File: src/rtl/crossbar_shift_scheduler.sv
// Shift-based crossbar scheduler: each transfer picks one circular shift (round-robin) and grants
// every requesting input that shift routes correctly. Optional check: XBAR_SCHED_PROTO_CHECK_EN.
module crossbar_shift_scheduler #(
  parameter int unsigned N = 8,
  localparam int unsigned W = (N > 1) ? $clog2(N) : 1
) (
  input  logic                clk,
  input  logic                rst,
  input  logic [N-1:0]        req_valid,
  input  logic [N-1:0][W-1:0] req_dest,
  input  logic                out_ready,
  output logic [W-1:0]        shift,
  output logic                shift_valid,
  output logic [N-1:0]        grant,
  output logic                proto_error
);

  typedef enum logic [1:0] {StIdle, StArb, StXfer} state_e;

  state_e              state_q, state_d;
  logic [W-1:0]        ptr_q, ptr_d;
  logic [W-1:0]        shift_q, shift_d;
  logic                valid_q, valid_d;
  logic [N-1:0]        grant_q, grant_d;

  logic [N-1:0][W-1:0] need;
  logic [N-1:0]        hits;
  logic [W-1:0]        sel;
  logic [W-1:0]        cand;
  logic                found;
  logic [N-1:0]        sel_grant;
  logic                any_req;

  assign any_req = |req_valid;

  // Shift that carries input i to its destination: output j reads input (j + shift) mod N.
  always_comb begin
    for (int unsigned i = 0; i < N; i++) begin
      need[i] = W'(i) - req_dest[i];
    end
  end

  always_comb begin
    hits = '0;
    for (int unsigned i = 0; i < N; i++) begin
      if (req_valid[i]) begin
        hits[need[i]] = 1'b1;
      end
    end
  end

  // Round-robin search starting at ptr, wrapping naturally in W bits.
  always_comb begin
    sel   = ptr_q;
    cand  = '0;
    found = 1'b0;
    for (int unsigned k = 0; k < N; k++) begin
      cand = ptr_q + W'(k);
      if (!found && hits[cand]) begin
        sel   = cand;
        found = 1'b1;
      end
    end
  end

  always_comb begin
    for (int unsigned i = 0; i < N; i++) begin
      sel_grant[i] = req_valid[i] && (need[i] == sel);
    end
  end

  always_comb begin
    state_d = state_q;
    ptr_d   = ptr_q;
    shift_d = shift_q;
    valid_d = valid_q;
    grant_d = grant_q;
    unique case (state_q)
      StIdle: begin
        if (any_req) begin
          state_d = StArb;
        end
      end
      StArb: begin
        if (!any_req) begin
          state_d = StIdle;
        end else begin
          shift_d = sel;
          grant_d = sel_grant;
          valid_d = 1'b1;
          state_d = StXfer;
        end
      end
      StXfer: begin
        if (out_ready) begin
          ptr_d   = shift_q + W'(1);
          grant_d = '0;
          valid_d = 1'b0;
          state_d = any_req ? StArb : StIdle;
        end
      end
      default: state_d = StIdle;
    endcase
  end

  always_ff @(posedge clk or posedge rst) begin
    if (rst) begin
      state_q <= StIdle;
      ptr_q   <= '0;
      shift_q <= '0;
      valid_q <= 1'b0;
      grant_q <= '0;
    end else begin
      state_q <= state_d;
      ptr_q   <= ptr_d;
      shift_q <= shift_d;
      valid_q <= valid_d;
      grant_q <= grant_d;
    end
  end

  assign shift       = shift_q;
  assign shift_valid = valid_q;
  assign grant       = grant_q;

`ifdef XBAR_SCHED_PROTO_CHECK_EN
  logic [N-1:0][W-1:0] dest_cap_q;
  logic                proto_q;
  logic                violation;

  // A granted requester must hold its request steady until the datapath accepts it.
  always_comb begin
    violation = 1'b0;
    if (state_q == StXfer && !out_ready) begin
      for (int unsigned i = 0; i < N; i++) begin
        if (grant_q[i] && (!req_valid[i] || (req_dest[i] != dest_cap_q[i]))) begin
          violation = 1'b1;
        end
      end
    end
  end

  always_ff @(posedge clk or posedge rst) begin
    if (rst) begin
      dest_cap_q <= '0;
      proto_q    <= 1'b0;
    end else begin
      if (state_q == StArb) begin
        dest_cap_q <= req_dest;
      end
      if (violation) begin
        proto_q <= 1'b1;
      end
    end
  end

  assign proto_error = proto_q;
`else
  assign proto_error = 1'b0;
`endif

endmodule

File: config.mk
export PLATFORM = sky130hd
export DESIGN_NAME = crossbar_shift_scheduler
export DESIGN_NICKNAME = d
export VERILOG_FILES = /design/src/rtl/crossbar_shift_scheduler.sv
export SDC_FILE = /design/constraint.sdc
export NUM_CORES = 1
export LEC_CHECK = 0
export BUFFER_PORTS_ARGS = -buffer_cell sky130_fd_sc_hd__buf_2
export CAP_MARGIN = 20
export CELL_PAD_IN_SITES_DETAIL_PLACEMENT = 1
export CELL_PAD_IN_SITES_GLOBAL_PLACEMENT = 1
export CORE_MARGIN = 4
export CORE_UTILIZATION = 30
export DETAILED_ROUTE_END_ITERATION = 8
export PLACE_DENSITY = 0.71
export SYNTH_ARGS = -nofsm -noshare
export SYNTH_HDL_FRONTEND = slang
export SYNTH_SLANG_ARGS = --single-unit
File: constraint.sdc
create_clock -name clk -period 8.13 [get_ports clk]
set_clock_uncertainty 0.05 [all_clocks]
set_input_delay 1.626 -clock clk [delete_from_list [all_inputs] [get_ports clk]]
set_output_delay 1.626 -clock clk [all_outputs]
set_load 0.02 [all_outputs]
# [After elaboration in Yosys (flattened, before gate mapping)]
# Cells that the tools add are included.
[word_totals] register_bits=17 input_bits=35 output_inout_bits=13
[classes] addsub=16 magnitude_cmp=24 eq_ne=13 mux=65 bitwise=7 reduce_logical=37
[ops] op="$mux 8" count=10
[ops] op="$lt 3x4->1 const B" count=16
[ops] op="$or 8x8->8" count=7
[ops] op="$mux 1" count=26
[ops] op="$bmux 1 s3" count=8
[ops] op="$demux 1 s3" count=8
[ops] op="$eq 3x3->1" count=8
[ops] op="$ge 3x1->1 const B" count=8
[ops] op="$logic_and 1x1->1" count=23
[ops] op="$mux 3" count=7
[ops] op="$pmux 8 s2" count=1
[ops] op="$add 3x3->3 const B" count=4
[ops] op="$sub 3x3->3 const A" count=4
[ops] op="$reduce_or 8->1" count=1
[ops] op="$logic_not 1->1" count=7
[ops] op="$add 3x1->3 const B" count=2
[ops] op="$add 3x2->3 const B" count=2
[ops] op="$mux 2" count=3
[ops] op="$ne 2x2->1 const B" count=3
[ops] op="$pmux 2 s3" count=1
[ops] op="$reduce_and 2->1" count=3
[ops] op="$sub 1x3->3 const A" count=2
[ops] op="$sub 2x3->3 const A" count=2
[ops] op="$reduce_and 3->1" count=1
[ops] op="other kinds (5)" count=5

# [Logic depth before layout (Yosys ltp)]
[depth] word_depth=48 ltp_mapped=14 mapped_depth_nobuf=13

# [Worst setup path before layout]
# No wires, ideal clock.
[synth_timing] kind="input to register" startpoint="in req_dest[12] in the netlist's numbering" endpoint="reg grant_q[1], in the netlist grant[1]" setup_ns=0.104 t_arrival_ns=4.821 required_time_ns=7.976 path_slack_ns=3.156 stages=14 path_buffers=1 cell_sequence="inv_1 ha_1 or3b_1 o22ai_1 a221oi_1 a32o_2 mux4_2 or3_4 nor3b_1 o41ai_2 o22ai_1 buf_4 xor2_1 o41ai_2"
[synth_between] elab_chain_len=41
[synth_lines] element="start, declared" line="10" text="input logic [N-1:0][W-1:0] req_dest,"
[synth_lines] element="$sub 3x3->3 (*)" line="39" text="need[i] = W'(i) - req_dest[i];"
[synth_lines] element="$lt 3x4->1 (implied by the code) or $ge 3x1->1 (tied branches)" line="47" text="hits[need[i]] = 1'b1;"
[synth_lines] element="$logic_and 1x1->1 (implied by the code)" line="47"
[synth_lines] element="$mux 1 (implied by the code)" line="47"
[synth_lines] element="$demux 1 s3 (*)" line="47"
[synth_lines] element="$or 8x8->8 (no line) (*)"
[synth_lines] element="$mux 8 (*)" line="46" text="if (req_valid[i]) begin"
[synth_lines] element="$or 8x8->8 (no line)"
[synth_lines] element="[... 25 more ...]"
[synth_lines] element="$mux 1" line="59" text="if (!found && hits[cand]) begin"
[synth_lines] element="$logic_not 1->1" line="59"
[synth_lines] element="$logic_and 1x1->1" line="59"
[synth_lines] element="$mux 3 (*)" line="59"
[synth_lines] element="$eq 3x3->1 (*)" line="68" text="sel_grant[i] = req_valid[i] && (need[i] == sel);"
[synth_lines] element="$logic_and 1x1->1 (*)" line="68"
[synth_lines] element="$mux 8 (*)" line="85" text="if (!any_req) begin"
[synth_lines] element="$pmux 8 s2 (*)" line="78" text="unique case (state_q)"
[synth_lines] element="end signal, assigned" line="118" text="grant_q <= grant_d;"
[synth_lines] element="end, declared" line="24" text="logic [N-1:0] grant_q, grant_d;"
# Every way passes the cells marked *; elsewhere a longest branch is shown, timed or not. The select of a mux whose other input is x is not followed.
# A chain may end at the register's enable or synchronous reset.

# [Final worst setup path]
[layout_timing] startpoint="in req_dest[12] in the netlist's numbering" endpoint="reg grant_q[7], in the netlist grant[7]"
# Same word-level chain as after synthesis.

==> impl_metrics.ini <==
[floorplanning]
rows = 34
num_io_pins = 48
start_util_pct = 31.2
coreArea_sq_mm = 0.00881
chipWidth_microns = 104
chipHeight_microns = 104
dieArea_sq_mm = 0.0107

[detailed_routing]
drtIter0Drc = 199
first_pass_iters = 5
wl_per_cell_microns = 19.1
drt_wl_total_mm = 9.06
ant_nets = 0
num_vias = 2774
viasPerCell = 5.85
drc_errors = 0

[layout]
regArea_sq_um = 425
area.growth.synth_to_final_pct = 12.5
multi_input_area_sq_mm = 0.00218
drive_above_1_share_pct = 21.0
stdcell_count = 474
nets = 417
fillers = 1068
antenna_cells = 0

[setup_path]
startpoint_type = input port
cp_max_fo = 9
endpoint_kind = flip-flop
critPathRequiredTime_ns = 8.24
reg2reg_depth = 12
worstSetupPathType = input port to flip-flop
cp.arrival_ns = 5.56

[synthesis]
synth_mux_area_share_pct = 4.10
synth_most_common_cell = nand2_1
synth_top_family_by_area = simple AND/OR/NAND/NOR gates
synth-simple-area-share_pct = 28.2
syn_area_sq_mm = 0.00275
avgSynthCellArea_sq_um = 8.22
synth_seq_cells = 17
synth-edff-count = 0
yosysWarnings = 0
yosys.area.top_type = dfrtp_1
synthFlopType = dfrtp_1
seq_area_frac_synth_pct = 15.5
yosysTopAreaCellShare_pct = 15.5
synth_xor_area_share_pct = 12.1
synthTopCellsByArea = dfrtp_1, xnor2_1, ha_1
ys_types = 69
synth_cells = 334
synth_compound_area_share_pct = 27.9
async_reset_ff_share_pct = 100
syn_nets = 384
synth_commonest_cells = nand2_1, xnor2_1, nor2_1
yosys.area_share.adder_pct = 6.83

[clocking]
clock_sinks = 17
clock_path_buffers = 2
path_clk_slew_ns = 0.07
cts_hold_buf = 0
clock_latency_ns = 0.27
cts_resized = 0
cts_made_buffers = 3
cts_tree = yes
root_buffer = clkbuf_8
cts_max_level = 1
cts_setup_buffers = 0

[placed_design]
dpl.cell_count = 470
place_hpwl_mm = 7.26
gp_congestion = 0.872
pre_cts_slack_ns = 2.49
port_buffers = 46

[job]
cap_violations = 0

[run_status]
outcome = finished clean

[pwr]
power.density_mw_per_mm2 = 509
p_leak_uw = 0.00129
power.total_uw = 1570
peakVddDrop_mv = 0.206

[timing]
finalCriticalPeriod_ns = 5.45
slew_headroom_pct = 34.9
hold_viol = 0
tns_ns = 0
setup_viol = 0
slew_violations = 0
period_share_pct = 67.0
rsz0062_at_grt = false
fin_ws_ns = 2.68
worstMarginPinSlew_ns = 0.972
timing.fmax_mhz = 184

[global_route]
grt_pass1_vias = 2978
grt.total_usage_pct = 16.7
antenna_found_initial = 0
grt-ovfl-total = 0
grt_pass1_wl_mm = 15.2
grt_max_degree = 18

[worst_hold_path]
holdPathStages = 2
holdCritPathClass = flip-flop to flip-flop
[metal layers]
metal  track usage [%]  up-vias  routed length (microns)
met4              4.08        0                       97
met5                 0        -                        0
met1              22.0     1370                     4180
met2              29.9       52                     4560
met3              1.18        9                      230
li1                  -     1343                        -
[cell families after synthesis]
family / count (synthesis)
mux: 8
simple gates: 132
compound gates: 91
fa+ha+maj: 15
flops: 17
buf+inv: 35
xor+xnor: 35
other cells: 1
[sequential cells by signal, summed over array words and instances (netlist names)]
signal / count
grant: 8
ptr_q: 3
shift: 3
state_q: 2
shift_valid: 1
[report_power, final]
part	internal [uW]	leakage (uW)	switching [uW]	total, uW
clock network	34.2	0.0000255	33.9	68.2
logic	543	0.00105	794	1340
registers	122	0.000213	44.2	166
[metrics by stage]
step	cell area, sq um	hold slack (ns)	utilization, %
final	3090	0.424	35.1
after global routing	3090	0.464	35.1
after CTS	3090	0.432	35.1
after detailed placement	3040	0.415	34.6
after global placement	3040	0.407	34.6
after floorplan	2750	0.408	-
[cell type report]
type,count,area share (%)
Timing Repair Buffer,48,7.94
Inverter,15,1.82
Clock buffer,3,1.34
Sequential cell,17,13.8
Tap cell,108,4.37
Clock inverter,1,0.162
Multi-Input combinational cell,282,70.6
[critical path: stages]
cell	delay (ns)
buf_2	0.11
inv_1	0.07
ha_1	0.23
xnor2_1	0.47
o22ai_1	0.19
a221oi_1	0.50
a22oi_1	0.34
a22oi_1	0.33
nand2_1	0.18
or2_4	0.30
or3_1	0.32
o22ai_1	0.18
buf_4	0.25
xnor2_1	0.10
o41ai_2	0.35
[worst paths after layout]
check / from / to / slack (ns)
max: req_dest[12] / grant[7] / 2.68
min: grant[1] / grant[1] / 0.42
max reg2reg: ptr_q[0] / grant[6] / 4.02
min reg2reg: grant[1] / grant[1] / 0.42
max in group asynchronous: rst / grant[7] / 6.18
min in group asynchronous: rst / shift_valid / 1.41
[layout by cell type, fill, tap and decap left out, drive strengths merged, types with 3 or more instances in the layout]
| cell type | synthesis | final |
|---|---|---|
| and3 | 3 | 3 |
| nor3b | 6 | 6 |
| nor3 | 10 | 10 |
| a22o | 6 | 6 |
| nor2 | 21 | 21 |
| a31oi | 4 | 4 |
| a32o | 4 | 4 |
| nand4bb | 3 | 3 |
| mux2 | 3 | 3 |
| xor2 | 11 | 11 |
| xnor2 | 24 | 24 |
| o41ai | 8 | 8 |
| a21o | 3 | 3 |
| nor4 | 6 | 6 |
| nand2 | 27 | 27 |
| nand3b | 15 | 15 |
| or4 | 3 | 3 |
| nand3 | 10 | 10 |
| ha | 15 | 15 |
| a21oi | 7 | 7 |
| o21ai | 7 | 7 |
| inv | 15 | 15 |
| nand4 | 7 | 7 |
| o22a | 3 | 3 |
| a22oi | 7 | 7 |
| o22ai | 16 | 16 |
| o21bai | 3 | 3 |
| nand4b | 4 | 4 |
| a221oi | 3 | 3 |
| mux2i | 3 | 3 |
| dfrtp | 17 | 17 |
| nor2b | 5 | 5 |
| buf | 6 | 48 |
| clkbuf | 14 | 3 |
(Power assumes the default switching activity.)
